<file path="src/rtl/rst_seq_pkg.sv">
// ============================================================================
// Module      : rst_seq_pkg
// Description : Shared types and constants for the strap reset sequencer.
// Revision    : 1.0 - initial release
// ============================================================================
`default_nettype none

package rst_seq_pkg;

    // Sequencer states, 3-bit encoding; codes 5..7 are illegal.
    typedef enum logic [2:0] {
        ST_PRST   = 3'd0,
        ST_CLKOFF = 3'd1,
        ST_CLKON  = 3'd2,
        ST_RUN    = 3'd3,
        ST_SOFT   = 3'd4
    } rst_seq_state_e;

    // Default delay constants.
    localparam int DEF_CNT_W       = 8;
    localparam int DEF_P_RST_CYC   = 16;
    localparam int DEF_CLK_ENB_DLY = 8;
    localparam int DEF_S_RST_DLY   = 8;

    // Number of cycles spent in ST_SOFT before replaying the clock sequence.
    localparam int SOFT_RST_CYC    = 2;

    // Width of the optional soft-reboot counter.
    localparam int BOOT_CNT_W      = 8;

    // Output decode: {p_reset_n, clk_enb, s_reset_n}. Illegal codes decode to
    // the full-reset pattern.
    function automatic logic [2:0] seq_out_decode(input rst_seq_state_e st);
        logic [2:0] v;
        v = 3'b000;
        case (st)
            ST_PRST:   v = 3'b000;
            ST_CLKOFF: v = 3'b100;
            ST_CLKON:  v = 3'b110;
            ST_RUN:    v = 3'b111;
            ST_SOFT:   v = 3'b110;
            default:   v = 3'b000;
        endcase
        return v;
    endfunction

endpackage

`default_nettype wire

</file>
<file path="src/rtl/rst_seq_sync2.sv">
// ============================================================================
// Module      : rst_seq_sync2
// Description : Two-flop synchroniser with asynchronous active-low reset to 0.
// Revision    : 1.0 - initial release
// ============================================================================
`default_nettype none

module rst_seq_sync2 (
    input  logic clk,
    input  logic rst_n,
    input  logic d,
    output logic q
);

    logic r_meta;

    // Two-stage capture of the asynchronous input.
    always_ff @(posedge clk or negedge rst_n) begin
        if (!rst_n) begin
            r_meta <= 1'b0;
            q      <= 1'b0;
        end else begin
            r_meta <= d;
            q      <= r_meta;
        end
    end

endmodule

`default_nettype wire

</file>
<file path="src/rtl/strap_rst_seq.sv">
// ============================================================================
// Module      : strap_rst_seq
// Description : Reset sequencer between external reset and the strap/sticky
//               register block. Orders p_reset_n, clk_enb and s_reset_n
//               release and replays the clk_enb/s_reset_n part on a
//               soft-reboot request (strap_sticky[31]).
//               Optional macro RST_SEQ_BOOT_CNT_EN adds a saturating
//               soft-reboot counter on port boot_cnt.
// Revision    : 1.0 - initial release
// ============================================================================
`default_nettype none

module strap_rst_seq
    import rst_seq_pkg::*;
#(
    parameter int CNT_W       = DEF_CNT_W,
    parameter int P_RST_CYC   = DEF_P_RST_CYC,
    parameter int CLK_ENB_DLY = DEF_CLK_ENB_DLY,
    parameter int S_RST_DLY   = DEF_S_RST_DLY
) (
    input  logic                  clk,
    input  logic                  e_reset_n,
    input  logic                  soft_reboot_req,
    output logic                  p_reset_n,
    output logic                  clk_enb,
    output logic                  s_reset_n,
    output logic                  seq_busy
`ifdef RST_SEQ_BOOT_CNT_EN
    ,
    output logic [BOOT_CNT_W-1:0] boot_cnt
`endif
);

    // Terminal counter values: each delay state lasts exactly its parameter.
    localparam logic [CNT_W-1:0] C_PRST_LAST   = CNT_W'(P_RST_CYC - 1);
    localparam logic [CNT_W-1:0] C_CLKOFF_LAST = CNT_W'(CLK_ENB_DLY - 1);
    localparam logic [CNT_W-1:0] C_CLKON_LAST  = CNT_W'(S_RST_DLY - 1);
    localparam logic [CNT_W-1:0] C_SOFT_LAST   = CNT_W'(SOFT_RST_CYC - 1);

    rst_seq_state_e   r_state;
    rst_seq_state_e   w_next_state;
    logic [CNT_W-1:0] r_cnt;
    logic [CNT_W-1:0] w_next_cnt;
    logic             w_req_sync;
    logic             r_req_sync_d;
    logic [2:0]       w_next_out;

    rst_seq_sync2 u_req_sync (
        .clk   (clk),
        .rst_n (e_reset_n),
        .d     (soft_reboot_req),
        .q     (w_req_sync)
    );

    // Delayed copy of the synchronised request for rising-edge detection.
    always_ff @(posedge clk or negedge e_reset_n) begin
        if (!e_reset_n) begin
            r_req_sync_d <= 1'b0;
        end else begin
            r_req_sync_d <= w_req_sync;
        end
    end

    // Next-state and delay-counter logic.
    always_comb begin
        w_next_state = r_state;
        w_next_cnt   = r_cnt;
        case (r_state)
            ST_PRST: begin
                if (r_cnt == C_PRST_LAST) begin
                    w_next_state = ST_CLKOFF;
                end
            end
            ST_CLKOFF: begin
                if (r_cnt == C_CLKOFF_LAST) begin
                    w_next_state = ST_CLKON;
                end
            end
            ST_CLKON: begin
                // A request still asserted here parks the sequence with the
                // counter held, so a stuck bit 31 cannot cause a reboot loop.
                if ((r_cnt == C_CLKON_LAST) && !w_req_sync) begin
                    w_next_state = ST_RUN;
                end
            end
            ST_RUN: begin
                if (w_req_sync && !r_req_sync_d) begin
                    w_next_state = ST_SOFT;
                end
            end
            ST_SOFT: begin
                if (r_cnt == C_SOFT_LAST) begin
                    w_next_state = ST_CLKOFF;
                end
            end
            default: begin
                w_next_state = ST_PRST;
            end
        endcase

        if (w_next_state != r_state) begin
            w_next_cnt = '0;
        end else if ((r_state == ST_PRST) || (r_state == ST_CLKOFF) ||
                     (r_state == ST_SOFT) ||
                     ((r_state == ST_CLKON) && (r_cnt != C_CLKON_LAST))) begin
            w_next_cnt = r_cnt + 1'b1;
        end
    end

    assign w_next_out = seq_out_decode(w_next_state);

    // State, counter and registered output decode.
    always_ff @(posedge clk or negedge e_reset_n) begin
        if (!e_reset_n) begin
            r_state   <= ST_PRST;
            r_cnt     <= '0;
            p_reset_n <= 1'b0;
            clk_enb   <= 1'b0;
            s_reset_n <= 1'b0;
            seq_busy  <= 1'b1;
        end else begin
            r_state   <= w_next_state;
            r_cnt     <= w_next_cnt;
            p_reset_n <= w_next_out[2];
            clk_enb   <= w_next_out[1];
            s_reset_n <= w_next_out[0];
            seq_busy  <= (w_next_state != ST_RUN);
        end
    end

`ifdef RST_SEQ_BOOT_CNT_EN
    // Saturating count of RUN -> SOFT transitions, cleared only by e_reset_n.
    always_ff @(posedge clk or negedge e_reset_n) begin
        if (!e_reset_n) begin
            boot_cnt <= '0;
        end else if ((r_state == ST_RUN) && (w_next_state == ST_SOFT) &&
                     (boot_cnt != {BOOT_CNT_W{1'b1}})) begin
            boot_cnt <= boot_cnt + 1'b1;
        end
    end
`endif

endmodule

`default_nettype wire

</file>
<file path="config.mk">
export PLATFORM = sky130hd
export DESIGN_NAME = strap_rst_seq
export DESIGN_NICKNAME = d
export VERILOG_FILES = /design/src/rtl/rst_seq_pkg.sv /design/src/rtl/rst_seq_sync2.sv /design/src/rtl/strap_rst_seq.sv
export SDC_FILE = /design/constraint.sdc
export NUM_CORES = 1
export LEC_CHECK = 0
export BUFFER_PORTS_ARGS = -buffer_cell sky130_fd_sc_hd__buf_2
export CAP_MARGIN = 25
export CORE_ASPECT_RATIO = 0.75
export CORE_UTILIZATION = 55
export DETAILED_ROUTE_END_ITERATION = 6
export PLACE_DENSITY_LB_ADDON = 0.08
export SLEW_MARGIN = 20
export SYNTH_ARGS = -nofsm -noshare
export SYNTH_HDL_FRONTEND = slang
export SYNTH_SLANG_ARGS = --single-unit
</file>
<file path="constraint.sdc">
create_clock -name clk -period 2.1 [get_ports clk]
set_clock_uncertainty 0.2 [all_clocks]
set_input_delay 0.315 -clock clk [delete_from_list [all_inputs] [get_ports clk]]
set_output_delay 0.315 -clock clk [all_outputs]
set_load 0.05 [all_outputs]
</file>
==> results of run 1 <==
## per-layer routing
layer	part of all wire (%)	up-vias	track usage (%)
met5	0	-	0
li1	-	391	-
met2	45	49	43.1
met4	0	0	11.8
met1	47	406	36.6
met3	7.8	0	7.45
## flip-flops by register name (all words and copies together) (netlist names)
name and flops:
clk_enb 1, r_req_sync_d 1, p_reset_n 1, s_reset_n 1, u_req_sync.q 1, r_state 3
u_req_sync.r_meta 1, r_cnt 8, seq_busy 1
## through the flow
step | hold slack (ns) | instance area, um2
2_1_floorplan | -0.181 | 998
3_3_place_gp | 0.0570 | 1100
3_5_place_dp | 0.0708 | 1100
4_1_cts | 0.170 | 1140
5_1_grt | 0.179 | 1140
6_report | 0.168 | 1140
## worst paths after layout
path                                    from           end  slack (ns)  depth (start not counted)
max                                 r_cnt[4]     p_reset_n        0.07                          4
min                        u_req_sync.r_meta  u_req_sync.q        0.17                          0
max reg2reg                         r_cnt[4]     p_reset_n        0.07                          4
min reg2reg                u_req_sync.r_meta  u_req_sync.q        0.17                          0
max in group asynchronous          e_reset_n      seq_busy        1.10                          2
min in group asynchronous          e_reset_n    r_state[1]        0.27                          2
## cell usage after synthesis (3+ instances only)
cell type	n
nor3_1	6
nor2_1	6
inv_1	4
dfrtp_1	17
o21ai_0	7
and2_1	3
a21oi_1	4
xnor2_1	4
nand2_1	8
nand3_1	3
nor4b_1	3
buf_2	3
## final cells by class
cell class	count	share of cell area, %
clock buffers	4	2.30
inverters	4	1.31
multi-input cells	73	45.0
flip-flops and latches	18	39.5
well taps	21	2.30
repair buffers	16	9.62
## timing repair
action                     CTS  global route
hold endpoints to repair    18             0
hold buffers                 2             0
setup endpoints to repair    0             5
gates resized for setup      0             3
## logic make-up after synthesis
family,Yosys count
adder cells (fa/ha/maj),3
AND/OR/NAND/NOR,46
flip-flops,18
AO/OA/AOI/OAI,20
XOR/XNOR,4
buffers and inverters,8
## critical path, stage by stage, from the launching register on
cell and delay (ns):
dfrtp_1 0.46, or4_4 0.55, nor3_2 0.18, o2111ai_1 0.24
or2_1 0.29
## where the power goes
part / internal [mW] / switching, mW / total [mW] / leakage, nW
Sequential: 0.451 / 0.0952 / 0.547 / 0.227
Combinational: 0.304 / 0.515 / 0.818 / 0.251
Clock: 0.0740 / 0.108 / 0.182 / 0.0150
==> impl_results.md, run 1 <==
- Status: complete, no violations
- Class of the worst hold path: flip-flop to flip-flop
- IO buf count: 6
- Max-Cap Viols: 0
- Per-cell routed wire length: 16.4 um
- PD cells: 1350 nW/um2
- Total iterations of the first detailed-routing run: 4
- Vias in the first global route: 803
- Sequential share of the synthesized area: 45.2%
- Most frequent cells in the layout: 17 x dfrtp_1, 8 x nand2_1, 8 x buf_4
- Initial antenna violation count: 0
- RSZ-0062 raised after global routing: true
- Site row count: 12
- Post-synth top area share: 42.6%
- Initial Utilization: 62.7%
- Fraction of layout cells with a size suffix above 1: 22.6%
- Avg Inst Size Synth: 10.1 um2
- VDD IR max: 0.000894 V
- Clk Latency, worst-skew pair: 0.30 ns
- Final core utilization: 71.9%
- Die outline area: 1990 um2
- Synth Area in Adders: 3.51%
- Drt total wl: 2.24 mm
- Final non-filler cell total: 136
- Mapped Cells: 99
- Lkg Pwr: 0.493 nW
- Crit path launch type: flip-flop
- Syn nets: 104
- Prevailing post-synth register cell: dfrtp_1
- Post-Route Setup TNS: 0 ns
- Final Cycle Share: 96.9%
- Complex-gate fraction of the synthesized area: 15.5%
- Initial DRC count: 51
- Largest net degree at the start of global routing: 19
- Area leader, netlist: dfrtp_1
- Longest Clk Path Bufs: 2
- FMAX: 0.492 GHz
- Vias post-DR: 846
- Yosys warns: 0
- Crit path time final: 2.03 ns
- Slew Limit Fails: 0
- Crit end category: flip-flop
- Post-synth EDFFs: 0
- Total inserted antenna cells: 0
- Tot GR Track Use: 27.7%
- CTS Buf Count: 3
- CTS sink cnt: 18
- Final hold vios: 0
- CTS tree: built
- Die height: 38.9 um
- XOR/XNOR Fraction of Synth Area: 3.51%
- I/O pins: 7
- Yosys cell types: 38
- Syn-to-layout area delta: 14.7%
- Setup violations, final: 0
- CP Class: flip-flop to flip-flop
- DP Wirelength: 1.64 mm
- Worst slew pin tran: 0.504 ns
- Tot Pwr: 1.55 mW
- Commonest non-fill, non-tap cell in the layout: dfrtp_1
- Setup WS post-layout: 0.0658 ns
- Main combinational cell family by area after synthesis: simple AND/OR/NAND/NOR gates
- Post-synthesis cell area: 998 um2
- Synth Area in Simple Gates: 28.8%
- Htree depth: 1
- Rel. slew slack: 65.9%
- Seq cells post-synth: 18
- Placed cells: 130
- Req. time, crit path: 2.08 ns
- Routed Antenna Nets: 0
- Std-Cell Core Area: 1590 um2
- Grt ovf: 0
- Final net count: 121
- DRC: 0
- Number of fill cells in the layout: 124
- Post-CTS setup buffers: 0
- Critical Path AT: 2.02 ns
- Worst Path Max Fanout: 4
- Placer congestion estimate: 0.867
- Pre-CTS WS: 0.111 ns
- First-pass GRT wire length: 3.75 mm
- Reg clk slew, reported paths: 0.11 ns
- Via/cell ratio: 6.22
- Mux share of post-synthesis cell area: 0%
- Post-synth ARST share: 100%
- Multi-input gate area: 515 um2
- Die width: 51.2 um
- Clock Root Buffer: clkbuf_4
- Top cells by area, synth: dfrtp_1 43%, o21ai_0 3.5%, xnor2_1 3.5%, nor3_1 3.0%, nand2_1 3.0%
- Sequential cell area: 452 um2
Power figures use the tool's default switching activity.
==> inputs of run 2 (changes only) <==
BUFFER_PORTS_ARGS = -buffer_cell sky130_fd_sc_hd__buf_4   (was -buffer_cell sky130_fd_sc_hd__buf_2)
==> run 2 against run 1 <==
  * Sequential power grew 3%
  * Register-to-register slack lost 0.04 ns
  * Design area grew 2.1%
  * Critical endpoint unchanged
  * Critical path type unchanged
  * Die area is the same
  * Count of clock-buffer cells in the layout is the same
  * Largest power group unchanged
  * Largest cell class unchanged
  * Via count shrank 1.5%
  * Critical path depth is the same
  * Utilization grew 1.5 points
  * Total power grew 0.96%
  * Maximum frequency shrank 1.8%
  * Global-route usage shrank 2.1 points
==> impl_results.md, run 2 (same netlist as run 1, synthesis figures left out) <==
- R2r setup slk: 0.03 ns (was 0.07 ns)
- CP Class: flip-flop to flip-flop (unchanged)
- Final Cycle Share: 98.6% (was 96.9%)
- Class of the worst hold path: flip-flop to flip-flop (unchanged)
- DP Wirelength: 1.55 mm (was 1.64 mm)
- Vias in the first global route: 764 (was 803)
- DRC: 0 (unchanged)
- Placer congestion estimate: 0.874 (was 0.867)
- Per-cell routed wire length: 16.7 um (was 16.4 um)
- Grt ovf: 0 (unchanged)
- Via/cell ratio: 6.17 (was 6.22)
- Largest registers: r_cnt (8), r_state (3) (unchanged)
- Final core utilization: 73.4% (was 71.9%)
- Reg clk slew, reported paths: 0.10 ns (was 0.11 ns)
- Post-CTS setup buffers: 0 (unchanged)
- Die width: 51.2 um (unchanged)
- Most flop-heavy register: r_cnt (unchanged)
- Crit path time final: 2.07 ns (was 2.03 ns)
- Vias post-DR: 833 (was 846)
- Max FFs per register: 8 (unchanged)
- Total inserted antenna cells: 0 (unchanged)
- Setup violations, final: 0 (unchanged)
- Tot GR Track Use: 25.6% (was 27.7%)
- Syn-to-layout area delta: 17.0% (was 14.7%)
- Max-Cap Viols: 0 (unchanged)
- Reg2reg path depth: 4 (unchanged)
- FMAX: 0.483 GHz (was 0.492 GHz)
- Final hold vios: 0 (unchanged)
- Die height: 38.9 um (unchanged)
- Slew Limit Fails: 0 (unchanged)
- Multi-input gate area: 532 um2 (was 515 um2)
- Drt total wl: 2.26 mm (was 2.24 mm)
- Status: complete, no violations (unchanged)
- Hold EP: u_req_sync.q (unchanged)
- Die outline area: 1990 um2 (unchanged)
- Sequential cell area: 452 um2 (unchanged)
- Lkg Pwr: 0.503 nW (was 0.493 nW)
- R2R Path End: p_reset_n (unchanged)
- Pre-CTS WS: 0.100 ns (was 0.111 ns)
- CTS tree: built (unchanged)
- Clk Latency, worst-skew pair: 0.30 ns (about the same)
- Crit end category: flip-flop (unchanged)
- Worst slew pin tran: 0.438 ns (was 0.504 ns)
- R2r startpoint: r_cnt[4] (unchanged)
- PD cells: 1340 nW/um2 (was 1350 nW/um2)
- I/O pins: 7 (unchanged)
- Total iterations of the first detailed-routing run: 4 (unchanged)
- Worst Path Max Fanout: 4 (unchanged)
- First-pass GRT wire length: 3.47 mm (was 3.75 mm)
- Rel. slew slack: 70.4% (was 65.9%)
- Number of fill cells in the layout: 115 (was 124)
- Hold Path Depth: 0 (unchanged)
- Largest net degree at the start of global routing: 19 (unchanged)
- Htree depth: 1 (unchanged)
- Initial Utilization: 62.7% (unchanged)
- Critical Path AT: 2.05 ns (was 2.02 ns)
- VDD IR max: 0.000805 V (was 0.000894 V)
- Clock Root Buffer: clkbuf_4 (unchanged)
- Launch point of the worst hold path: u_req_sync.r_meta (unchanged)
- Routed Antenna Nets: 0 (unchanged)
- Commonest non-fill, non-tap cell in the layout: dfrtp_1 (unchanged)
- Std-Cell Core Area: 1590 um2 (unchanged)
- Longest Clk Path Bufs: 2 (unchanged)
- CTS sink cnt: 18 (unchanged)
- Most frequent cells in the layout: 17 x dfrtp_1, 13 x buf_4, 8 x nand2_1 (was 17 x dfrtp_1, 8 x nand2_1, 8 x buf_4)
- Fraction of layout cells with a size suffix above 1: 23.7% (was 22.6%)
- Req. time, crit path: 2.08 ns (about the same)
- Crit path launch type: flip-flop (unchanged)
- IO buf count: 6 (unchanged)
- Final net count: 120 (was 121)
- CTS Buf Count: 3 (unchanged)
- Site row count: 12 (unchanged)
- Initial antenna violation count: 0 (unchanged)
- Setup WS post-layout: 0.0295 ns (was 0.0658 ns)
- Initial DRC count: 30 (was 51)
==> run 2: repair_timing <==
| item | in CTS | in global routing |
|---|---|---|
| hold buffers | 2 | 0 |
| setup endpoints to repair | 0 | 3 |
| endpoints found under the hold margin | 19 | 0 |
| resized for setup | 0 | 3 |
==> run 2: final cells by class <==
cell class / count / share of cell area [%]
clock buffers: 4 / 2.25
inverters: 4 / 1.28
multi-input cells: 73 / 45.5
flip-flops and latches: 18 / 38.7
well taps: 21 / 2.25
repair buffers: 15 / 10.1
==> run 2: worst max-delay path by stage <==
stage                        start         to  slack, ns
after detailed placement  r_cnt[4]  p_reset_n       0.10
after global routing      r_cnt[4]  p_reset_n      -0.06
after floorplan           r_cnt[6]  p_reset_n       0.18
after global placement    r_cnt[4]  p_reset_n       0.11
final                     r_cnt[4]  p_reset_n       0.03
after CTS                 r_cnt[4]  p_reset_n       0.06
==> run 2: routing by layer <==
layer	track usage [%]	part of all wire (%)
met2	40.5	45
met1	32.5	45
met4	6.25	1.0
met5	0	0
met3	10.6	9.0
==> run 2: power by group <==
part | switching [mW] | leakage, nW | internal [mW]
registers | 0.115 | 0.227 | 0.451
logic | 0.494 | 0.261 | 0.323
clock network | 0.104 | 0.0150 | 0.0740
==> run 2: worst max-delay path, cell delays in order (launching register included) <==
cell	delay (ns)
dfrtp_1	0.46
or4_4	0.55
nor3_2	0.24
o2111ai_2	0.23
or2_1	0.28
==> run 2: per-stage QoR <==
step	cell area, um2	hold slack (ns)	total power, mW	setup TNS [ns]	instances
after floorplan	998	-0.181	1.12	0	99
after detailed placement	1100	-0.00632	1.33	0	129
after global placement	1100	-0.00856	1.31	0	129
after CTS	1150	0.171	1.52	0	135
final	1170	0.169	1.56	0	135
after global routing	1170	0.187	1.66	-0.0853	135
==> inputs of run 3 (changes only) <==
PLACE_DENSITY = 0.74   (was unset)
PLACE_DENSITY_LB_ADDON = unset   (was 0.08)
==> run 3 against run 2 <==
  * Die area stayed put
  * Register-to-register slack improved by 0.05 ns
  * First-iteration DRC count fell by 6.7%
  * Sequential cell count stayed put
  * Critical path depth grew 1
  * Routed wire length is 11% lower
  * Count of clock-buffer cells in the layout stayed put
  * Design area is 1.3% lower
  * Largest power group unchanged
  * Highest routed layer unchanged
==> impl_results.md, run 3 (same netlist as run 1, synthesis figures left out) <==
- Die outline area: 1990 um2 (unchanged)
- Initial DRC count: 28 (was 30)
- Status: complete, no violations (unchanged)
- Die width: 51.2 um (unchanged)
- Largest net degree at the start of global routing: 19 (unchanged)
- Setup violations, final: 0 (unchanged)
- Pre-CTS WS: 0.0609 ns (was 0.100 ns)
- Most frequent cells in the layout: 17 x dfrtp_1, 13 x buf_4, 8 x nand2_1 (unchanged)
- Total inserted antenna cells: 0 (unchanged)
- Reg clk slew, reported paths: 0.10 ns (about the same)
- Vias in the first global route: 822 (was 764)
- Final non-filler cell total: 135 (unchanged)
- Most flop-heavy register: r_cnt (unchanged)
- Crit path launch type: flip-flop (unchanged)
- Final net count: 120 (unchanged)
- Setup WS post-layout: 0.0841 ns (was 0.0295 ns)
- Number of fill cells in the layout: 112 (was 115)
- PD cells: 1320 nW/um2 (was 1340 nW/um2)
- FMAX: 0.496 GHz (was 0.483 GHz)
- CTS sink cnt: 18 (unchanged)
- CTS Buf Count: 3 (unchanged)
- DP Wirelength: 1.48 mm (was 1.55 mm)
- CTS tree: built (unchanged)
- Final Cycle Share: 96.0% (was 98.6%)
- Class of the worst hold path: flip-flop to flip-flop (unchanged)
- Total iterations of the first detailed-routing run: 4 (unchanged)
- Max-Cap Viols: 0 (unchanged)
- Htree depth: 1 (unchanged)
- Post-CTS setup buffers: 0 (unchanged)
- Post-Route Setup TNS: 0 ns (unchanged)
- Initial Utilization: 62.7% (unchanged)
- RSZ-0062 raised after global routing: true
- Crit end category: flip-flop (unchanged)
- Crit path time final: 2.02 ns (was 2.07 ns)
- Largest registers: r_cnt (8), r_state (3) (unchanged)
- Max FFs per register: 8 (unchanged)
- Req. time, crit path: 2.09 ns (was 2.08 ns)
- Placer congestion estimate: 0.891 (was 0.874)
- Longest Clk Path Bufs: 2 (unchanged)
- Final hold slack: 0.167 ns (was 0.169 ns)
- Grt ovf: 0 (unchanged)
- Final hold vios: 0 (unchanged)
- Critical Path AT: 2.01 ns (was 2.05 ns)
- Lkg Pwr: 0.494 nW (was 0.503 nW)
- Placed cells: 129 (unchanged)
- Final Cell Area: 1150 um2 (was 1170 um2)
- Worst Path Max Fanout: 6 (was 4)
- VDD IR max: 0.000890 V (was 0.000805 V)
- Drt total wl: 2.02 mm (was 2.26 mm)
- Commonest non-fill, non-tap cell in the layout: dfrtp_1 (unchanged)
- DRC: 0 (unchanged)
- Sequential cell area: 452 um2 (unchanged)
- Clk Latency, worst-skew pair: 0.29 ns (was 0.30 ns)
- Rel. slew slack: 69.5% (was 70.4%)
- Multi-input gate area: 517 um2 (was 532 um2)
- Placed cell area: 1100 um2 (unchanged)
- IO buf count: 6 (unchanged)
- Initial antenna violation count: 0 (unchanged)
- Slew Limit Fails: 0 (unchanged)
- Via/cell ratio: 6.32 (was 6.17)
- First-pass GRT wire length: 3.59 mm (was 3.47 mm)
- Syn-to-layout area delta: 15.5% (was 17.0%)
- Std-Cell Core Area: 1590 um2 (unchanged)
- Vias post-DR: 853 (was 833)
- Tot GR Track Use: 26.4% (was 25.6%)
- Fraction of layout cells with a size suffix above 1: 21.9% (was 23.7%)
- Die height: 38.9 um (unchanged)
- Routed Antenna Nets: 0 (unchanged)
- CP Class: flip-flop to flip-flop (unchanged)
- Per-cell routed wire length: 15.0 um (was 16.7 um)
- I/O pins: 7 (unchanged)
- Site row count: 12 (unchanged)
- Worst slew pin tran: 0.454 ns (was 0.438 ns)
- Clock Root Buffer: clkbuf_4 (unchanged)
[run 3: cell counts in the layout (fill, tap and decap cells not counted)]
Identical to the previous run, type by type.
[run 3: power breakdown]
group	leakage, nW	switching [mW]	internal [mW]
clock	0.0150	0.101	0.0740
combinational	0.253	0.474	0.312
sequential	0.227	0.114	0.452
[run 3: final timing paths]
check                             startpoint            to  slack, ns  cells past startpoint
max                                 r_cnt[5]      r_cnt[1]       0.08                      5
min                        u_req_sync.r_meta  u_req_sync.q       0.17                      0
max reg2reg                         r_cnt[5]      r_cnt[1]       0.08                      5
min in group asynchronous          e_reset_n    r_state[2]       0.22                      2
min reg2reg                u_req_sync.r_meta  u_req_sync.q       0.17                      0
max in group asynchronous          e_reset_n      seq_busy       1.22                      2
[run 3: metal layers]
metal	up-vias	share of wire [%]	global-route usage, %	wire (um)
li1	396	-	-	-
met5	-	0	0	0
met2	44	43	40.1	862
met4	0	2.0	12.5	41
met3	7	11	9.02	214
met1	406	45	33.9	902
[run 3: layout make-up]
| type | instances | share of cell area, % |
|---|---|---|
| sequential | 18 | 39.2 |
| inverter | 4 | 1.30 |
| tap | 21 | 2.28 |
| multi-input combinational | 73 | 44.8 |
| timing repair buffer | 15 | 10.2 |
| clock buffer | 4 | 2.28 |
[run 3: repair_timing]
action                                 CTS  global route
endpoints found under the hold margin   19             0
gates resized for setup                  0             3
setup endpoints to repair                0             4
hold buffers                             2             0
[run 3: critical path: stages, from the launching register on]
cell      delay (ns)
dfrtp_1         0.43
buf_4           0.16
nor4_4          0.45
a21boi_1        0.22
o21ai_0         0.19
nor4b_1         0.26
[run 3: through the flow]
| stage | power (mW) | utilization [%] |
|---|---|---|
| final | 1.53 | 72.5 |
| after global routing | 1.64 | 72.5 |
| after CTS | 1.51 | 72.2 |
| after detailed placement | 1.34 | 69.3 |
| after global placement | 1.31 | 69.3 |
| after floorplan | 1.12 | - |
